## src/rtl/dff_bank_arbiter_if.sv

```systemverilog
// Handshake and bank-drive bundle between two writers and dff_bank_arbiter.
// Optional bank-clear signals are present only when DFF_ARB_CLR_EN is defined.
interface dff_bank_arbiter_if #(
    parameter int unsigned WIDTH = 8
);
    logic             req0;
    logic [WIDTH-1:0] data0;
    logic             req1;
    logic [WIDTH-1:0] data1;
    logic             gnt0;
    logic             gnt1;
    logic [WIDTH-1:0] reg_d;
    logic             reg_en;
    logic             busy;
`ifdef DFF_ARB_CLR_EN
    logic             clr_req;
    logic             reg_clr;
`endif

    // Requester / environment side
    modport master (
`ifdef DFF_ARB_CLR_EN
        output clr_req,
        input  reg_clr,
`endif
        output req0, data0, req1, data1,
        input  gnt0, gnt1, reg_d, reg_en, busy
    );

    // Arbiter side
    modport slave (
`ifdef DFF_ARB_CLR_EN
        input  clr_req,
        output reg_clr,
`endif
        input  req0, data0, req1, data1,
        output gnt0, gnt1, reg_d, reg_en, busy
    );
endinterface

```

## src/rtl/dff_bank_arbiter.sv

```systemverilog
// Two-requester round-robin arbiter sharing one enabled register bank.
// Each grant is bounded to BURST_MAX beats; a beat is a cycle with gntN & reqN.
// Optional feature macro DFF_ARB_CLR_EN adds a one-cycle bank clear (CLR state).
module dff_bank_arbiter #(
    parameter int unsigned WIDTH     = 8,
    parameter int unsigned BURST_MAX = 4
) (
    input logic               clk,
    input logic               clr,
    dff_bank_arbiter_if.slave bus
);

    localparam logic [3:0] BurstLast = 4'(BURST_MAX - 1);

    typedef enum logic [1:0] {
        StIdle = 2'd0,
        StGnt0 = 2'd1,
`ifdef DFF_ARB_CLR_EN
        StGnt1 = 2'd2,
        StClr  = 2'd3
`else
        StGnt1 = 2'd2
`endif
    } state_e;

    state_e     state_q, state_d;
    logic [3:0] cnt_q, cnt_d;
    logic       last_q, last_d;
    logic       busy_q, busy_d;
    logic       own_req, oth_req;
`ifdef DFF_ARB_CLR_EN
    logic       pend_q, pend_d;
    logic       clr_go;
`endif

    // Next-state: grant selection, burst counting and fairness pointer
    always_comb begin
        state_d = state_q;
        cnt_d   = cnt_q;
        last_d  = last_q;
        own_req = 1'b0;
        oth_req = 1'b0;
`ifdef DFF_ARB_CLR_EN
        // clr_req may be a pulse; remember it until the CLR cycle is taken
        clr_go  = pend_q | bus.clr_req;
`endif
        case (state_q)
            StIdle: begin
`ifdef DFF_ARB_CLR_EN
                if (clr_go) begin
                    state_d = StClr;
                end else
`endif
                if (bus.req0 && bus.req1) begin
                    state_d = last_q ? StGnt0 : StGnt1;
                end else if (bus.req0) begin
                    state_d = StGnt0;
                end else if (bus.req1) begin
                    state_d = StGnt1;
                end
            end
            StGnt0, StGnt1: begin
                own_req = (state_q == StGnt0) ? bus.req0 : bus.req1;
                oth_req = (state_q == StGnt0) ? bus.req1 : bus.req0;
                if (own_req) begin
                    cnt_d = cnt_q + 4'd1;
                end
                // Exit on a dropped request or on the beat that completes the burst
                if (!own_req || (cnt_q == BurstLast)) begin
                    cnt_d  = 4'd0;
                    last_d = (state_q == StGnt1);
`ifdef DFF_ARB_CLR_EN
                    if (clr_go) begin
                        state_d = StClr;
                    end else
`endif
                    if (oth_req) begin
                        state_d = (state_q == StGnt0) ? StGnt1 : StGnt0;
                    end else if (own_req) begin
                        state_d = state_q;
                    end else begin
                        state_d = StIdle;
                    end
                end
            end
            default: begin
                state_d = StIdle;
            end
        endcase
        busy_d = (state_d != StIdle);
`ifdef DFF_ARB_CLR_EN
        pend_d = clr_go && (state_d != StClr);
`endif
    end

    // State registers; asynchronous clear drops any grant immediately
    always_ff @(posedge clk or negedge clr) begin
        if (!clr) begin
            state_q <= StIdle;
            cnt_q   <= 4'd0;
            last_q  <= 1'b1;
            busy_q  <= 1'b0;
`ifdef DFF_ARB_CLR_EN
            pend_q  <= 1'b0;
`endif
        end else begin
            state_q <= state_d;
            cnt_q   <= cnt_d;
            last_q  <= last_d;
            busy_q  <= busy_d;
`ifdef DFF_ARB_CLR_EN
            pend_q  <= pend_d;
`endif
        end
    end

    assign bus.gnt0 = (state_q == StGnt0);
    assign bus.gnt1 = (state_q == StGnt1);
    assign bus.busy = busy_q;
`ifdef DFF_ARB_CLR_EN
    assign bus.reg_clr = (state_q == StClr);
`endif

    // Bank drive: data mux and write enable from registered grant and live request
    always_comb begin
        bus.reg_en = 1'b0;
        bus.reg_d  = '0;
        if (state_q == StGnt0) begin
            bus.reg_en = bus.req0;
            bus.reg_d  = bus.data0;
        end else if (state_q == StGnt1) begin
            bus.reg_en = bus.req1;
            bus.reg_d  = bus.data1;
        end
    end

endmodule

```

## src/flat_wrapper.sv

```systemverilog
// flat-port wrapper written by rule: the top's interface ports become plain ports
module dff_bank_arbiter_flat 
#(
    parameter int unsigned WIDTH     = 8,
    parameter int unsigned BURST_MAX = 4
)
  (clk, clr, bus_req0, bus_data0, bus_req1, bus_data1, bus_gnt0, bus_gnt1, bus_reg_d, bus_reg_en, bus_busy);
  dff_bank_arbiter_if #(.WIDTH(WIDTH)) bus_i ();
  input logic clk;
  input logic clr;
  input wire logic [$bits(bus_i.req0)-1:0] bus_req0;
  input wire logic [$bits(bus_i.data0)-1:0] bus_data0;
  input wire logic [$bits(bus_i.req1)-1:0] bus_req1;
  input wire logic [$bits(bus_i.data1)-1:0] bus_data1;
  output wire logic [$bits(bus_i.gnt0)-1:0] bus_gnt0;
  output wire logic [$bits(bus_i.gnt1)-1:0] bus_gnt1;
  output wire logic [$bits(bus_i.reg_d)-1:0] bus_reg_d;
  output wire logic [$bits(bus_i.reg_en)-1:0] bus_reg_en;
  output wire logic [$bits(bus_i.busy)-1:0] bus_busy;
  assign bus_i.req0 = bus_req0;
  assign bus_i.data0 = bus_data0;
  assign bus_i.req1 = bus_req1;
  assign bus_i.data1 = bus_data1;
  assign bus_gnt0 = bus_i.gnt0;
  assign bus_gnt1 = bus_i.gnt1;
  assign bus_reg_d = bus_i.reg_d;
  assign bus_reg_en = bus_i.reg_en;
  assign bus_busy = bus_i.busy;
  dff_bank_arbiter #(.WIDTH(WIDTH), .BURST_MAX(BURST_MAX)) u_core (.clk(clk), .clr(clr), .bus(bus_i));
endmodule
```

## config.mk

```make
export PLATFORM = sky130hd
export DESIGN_NAME = dff_bank_arbiter_flat
export DESIGN_NICKNAME = d
export VERILOG_FILES = /design/src/rtl/dff_bank_arbiter_if.sv /design/src/rtl/dff_bank_arbiter.sv /design/src/flat_wrapper.sv
export SDC_FILE = /design/constraint.sdc
export NUM_CORES = 1
export LEC_CHECK = 0
export ABC_AREA = 1
export CORE_ASPECT_RATIO = 1.4
export CORE_MARGIN = 3
export CORE_UTILIZATION = 37
export CTS_BUF_LIST = sky130_fd_sc_hd__clkbuf_4
export CTS_CLUSTER_SIZE = 24
export DETAILED_ROUTE_END_ITERATION = 16
export PLACE_DENSITY = 0.87
export SKIP_CTS_REPAIR_TIMING = 1
export SYNTH_ARGS = -nofsm -noshare
export SYNTH_HDL_FRONTEND = slang
export SYNTH_SLANG_ARGS = --single-unit
```

## constraint.sdc

```tcl
create_clock -name clk -period 1.6 [get_ports clk]
set_clock_uncertainty 0.15 [all_clocks]
set_input_delay 0.16 -clock clk [delete_from_list [all_inputs] [get_ports clk]]
set_output_delay 0.16 -clock clk [all_outputs]
set_load 0.05 [all_outputs]
```

==> impl_metrics.py <==
metrics = {
    "run_status": {
        "run_status": "finished, violations left",
        "failing_checks": "negative setup slack",
    },
    "min_path": {
        "hp-class": "in2async",
    },
    "place": {
        "portBuffers": 31,
        "final_replace_weighted_congestion": 0.930,
        "detailed_place.area_um2": 1250,
        "dp_slack_ns": -0.0401,
        "detailedPlacementHpwl_um": 1620,
    },
    "power_and_ir_drop": {
        "internal_power_mw": 1.51,
        "power_density_nw_per_um2": 2000,
        "p_sw_share_pct": 49.9,
        "power.combinational.fraction_pct": 82.5,
        "p_leak_nw": 0.686,
        "vdd_ir_drop_max_mv": 1.30,
        "total_power_of_the_final_layout_mw": 3.01,
        "power_frac_clock_pct": 6.0,
        "net-switching-power_mw": 1.50,
        "p_seq_share_pct": 11.5,
    },
    "clock_tree": {
        "tritoncts_num_sinks": 8,
        "cts_made_buffers": 3,
        "ctsRootBufferMaster": "clkbuf_4",
        "h-tree-depth": 1,
        "clk_latency_ns": 0.26,
        "cts_buffer_depth": 2,
        "worst_setup_hold_path_clk_slew_ns": 0.06,
        "tritoncts_clock_tree": "done",
    },
    "logic_synthesis": {
        "synth_seq_area_share_pct": 29.8,
        "syn_inst_count": 99,
        "synth_area_per_cell_um2": 6.84,
        "synth.ff_latch_count": 8,
        "yosys.area.top_type": "dfrtp_1",
        "synth_cell_type_count": 24,
        "yosys_warnings": 0,
        "synth_fp_nets": 125,
        "syn-cell-area_um2": 677,
        "synthTopCellsByArea": "dfrtp_1 26%, nand2_1 20%, ha_1 11%",
        "netlist.area_leader.share_pct": 25.9,
    },
    "setup_path": {
        "beginning_of_the_worst_register_to_register_path": "u_core.state_q[0]",
        "rrSetupSlack_ns": -0.14,
        "worst_flop_to_flop_path_endpoint": "u_core.bus.busy",
        "worst-setup-path-type": "reg2out",
        "worst_path_largest_cell_delay_ns": 0.42,
        "critical_path.cell_chain": "inv_2 -> buf_6 -> ha_4 -> buf_12 -> nand3_2 -> nand2_4 -> buf_12",
        "timing.critical_path.from_type": "flip-flop",
        "critPathRequiredTime_ns": 1.29,
        "timing.critical_path.to_type": "primary output",
        "worst_reg_to_reg_cells": 12,
        "cp_data_arrival_time_ns": 1.48,
        "critical_path.slowest_cell": "dfrtp_2",
        "worst_path_most_repeated_cell": "buf_12",
        "worstPathMaxFanout": 4,
    },
    "timing": {
        "timing.fmax_mhz": 560,
        "timing_worst_slew_pin_value_ns": 0.349,
        "rsz0062_at_grt": "true",
        "maxSlewHeadroom_pct": 76.6,
        "timing.final.ws_setup_ns": -0.186,
        "finalCriticalPeriod_ns": 1.79,
        "holdWs_ns": 0.0217,
        "setup_viol_count_final": 17,
        "final_hold_fails": 0,
        "fin_crit_sh_pct": 112,
        "timing.final.max_slew_violations": 0,
    },
    "drt": {
        "drt_first_iter_violations": 20,
        "first_pass_drt_iterations": 4,
        "wl_per_cell_um": 18.4,
        "wirelength_um": 3090,
        "vias": 894,
        "routed_via_density": 5.32,
        "postRouteAntennaNets": 0,
        "drt_drc_violations_left": 0,
    },
    "finish": {
        "share_of_cells_above_drive_strength_1_pct": 51.0,
        "finalNetCount": 176,
        "post-route-cell-area_um2": 1500,
        "antenna-diode-count": 0,
        "area_growth_pct": 122,
        "utilization_pct": 90.6,
    },
    "die": {
        "starting_density_of_the_core_pct": 40.8,
        "num_io_pins": 32,
        "die_h_um": 56.6,
        "core.rowCount": 17,
        "die-area_um2": 2390,
        "core_area_um2": 1660,
        "dieWidth_um": 42.2,
    },
    "grt": {
        "maximum_number_of_pins_on_one_net_before_global_route_repair": 13,
        "antenna_found_initial": 0,
        "grtUsageTotal_pct": 16.6,
        "first_global_vias": 734,
        "gr-total-overflow": 0,
        "grt_pass1_wl_um": 3140,
    },
    "job": {
        "cap_violations": 0,
    },
}
==> logic make-up after synthesis <==
group / Yosys count / synth area share, %
flops: 8 / 29.8
fa+ha+maj: 6 / 11.1
simple gates: 60 / 39.9
xor+xnor: 1 / 1.29
compound gates: 7 / 7.39
buf+inv: 17 / 10.5
==> worst max-delay path: cells and delay by family (launching register included) <==
kind	cells	cell delay (ns)
flops	1	0.42
simple gates	2	0.20
fa+ha+maj	1	0.16
buf+inv	4	0.43
==> per-layer routing <==
layer	vias up	track usage [%]	wire length, µm
met1	426	19.7	1220
li1	419	-	-
met4	0	5.78	44
met2	45	31.0	1670
met5	-	0	0
met3	4	0.641	153
==> flip-flops by register name, indices dropped and copies added, names as in the netlist <==
| signal | cells |
|---|---|
| u_core.bus.busy | 1 |
| u_core.cnt_q | 4 |
| u_core.last_q | 1 |
| u_core.state_q | 2 |
==> worst max-delay path by stage <==
stage | from | end | slack, ns
3_5_place_dp | u_core.state_q[0] | u_core.cnt_q[3] | -0.04
5_1_grt | u_core.state_q[0] | u_core.bus.busy | -0.26
4_1_cts | u_core.state_q[0] | bus_reg_d[5] | -0.25
3_3_place_gp | u_core.state_q[0] | u_core.bus.busy | 0.02
6_report | u_core.state_q[0] | bus_reg_d[1] | -0.19
2_1_floorplan | u_core.state_q[1] | bus_reg_en | -0.05
==> stage by stage <==
stage / instances / setup TNS (ns)
2_1_floorplan: 99 / -0.121
3_3_place_gp: 152 / 0
3_5_place_dp: 152 / -0.0767
4_1_cts: 156 / -2.22
5_1_grt: 168 / -3.53
6_report: 168 / -2.20
==> placed cells by master (no fill, tap or decap), drive strengths merged <==
| master | instances |
|---|---|
| a21oi | 1 |
| a22o | 1 |
| buf | 28 |
| clkbuf | 4 |
| clkdlybuf4s50 | 19 |
| clkinv | 1 |
| dfrtp | 7 |
| dfstp | 1 |
| ha | 6 |
| inv | 15 |
| nand2 | 39 |
| nand3 | 14 |
| nand4 | 1 |
| nor2 | 4 |
| nor3 | 2 |
| o211ai | 1 |
| o21a | 2 |
| o21ai | 2 |
| xor2 | 1 |
==> cell type report <==
class	count	area, µm²
clock buffer	4	30.0
timing repair inverter	1	8.76
sequential	8	203
timing repair buffer	47	569
fill	65	155
inverter	15	68.8
tap	19	23.8
multi-input combinational	74	601
==> power by group through the flow <==
stage | clock (mW) | sequential [mW] | combinational (mW)
2_1_floorplan | 0 | 0.399 | 1.19
5_1_grt | 0.202 | 0.352 | 2.62
3_5_place_dp | 0 | 0.353 | 1.99
4_1_cts | 0.183 | 0.350 | 1.99
3_3_place_gp | 0 | 0.346 | 1.94
6_report | 0.181 | 0.346 | 2.49
==> Yosys cell counts <==
cell      count
nand2_1      36
inv_1        13
nand3_1      13
dfrtp_1       7
ha_1          6
nor2_1        4
nand2_2       2
o21a_1        2
a21oi_1       1
a22o_1        1
buf_6         1
clkbuf_1      1
clkinv_1      1
dfstp_2       1
inv_2         1
nand2_4       1
nand3_2       1
nand4_1       1
nor3_1        1
nor3_2        1
o211ai_1      1
o21ai_0       1
o21ai_2       1
xor2_1        1
Power figures use the tool's default switching activity.
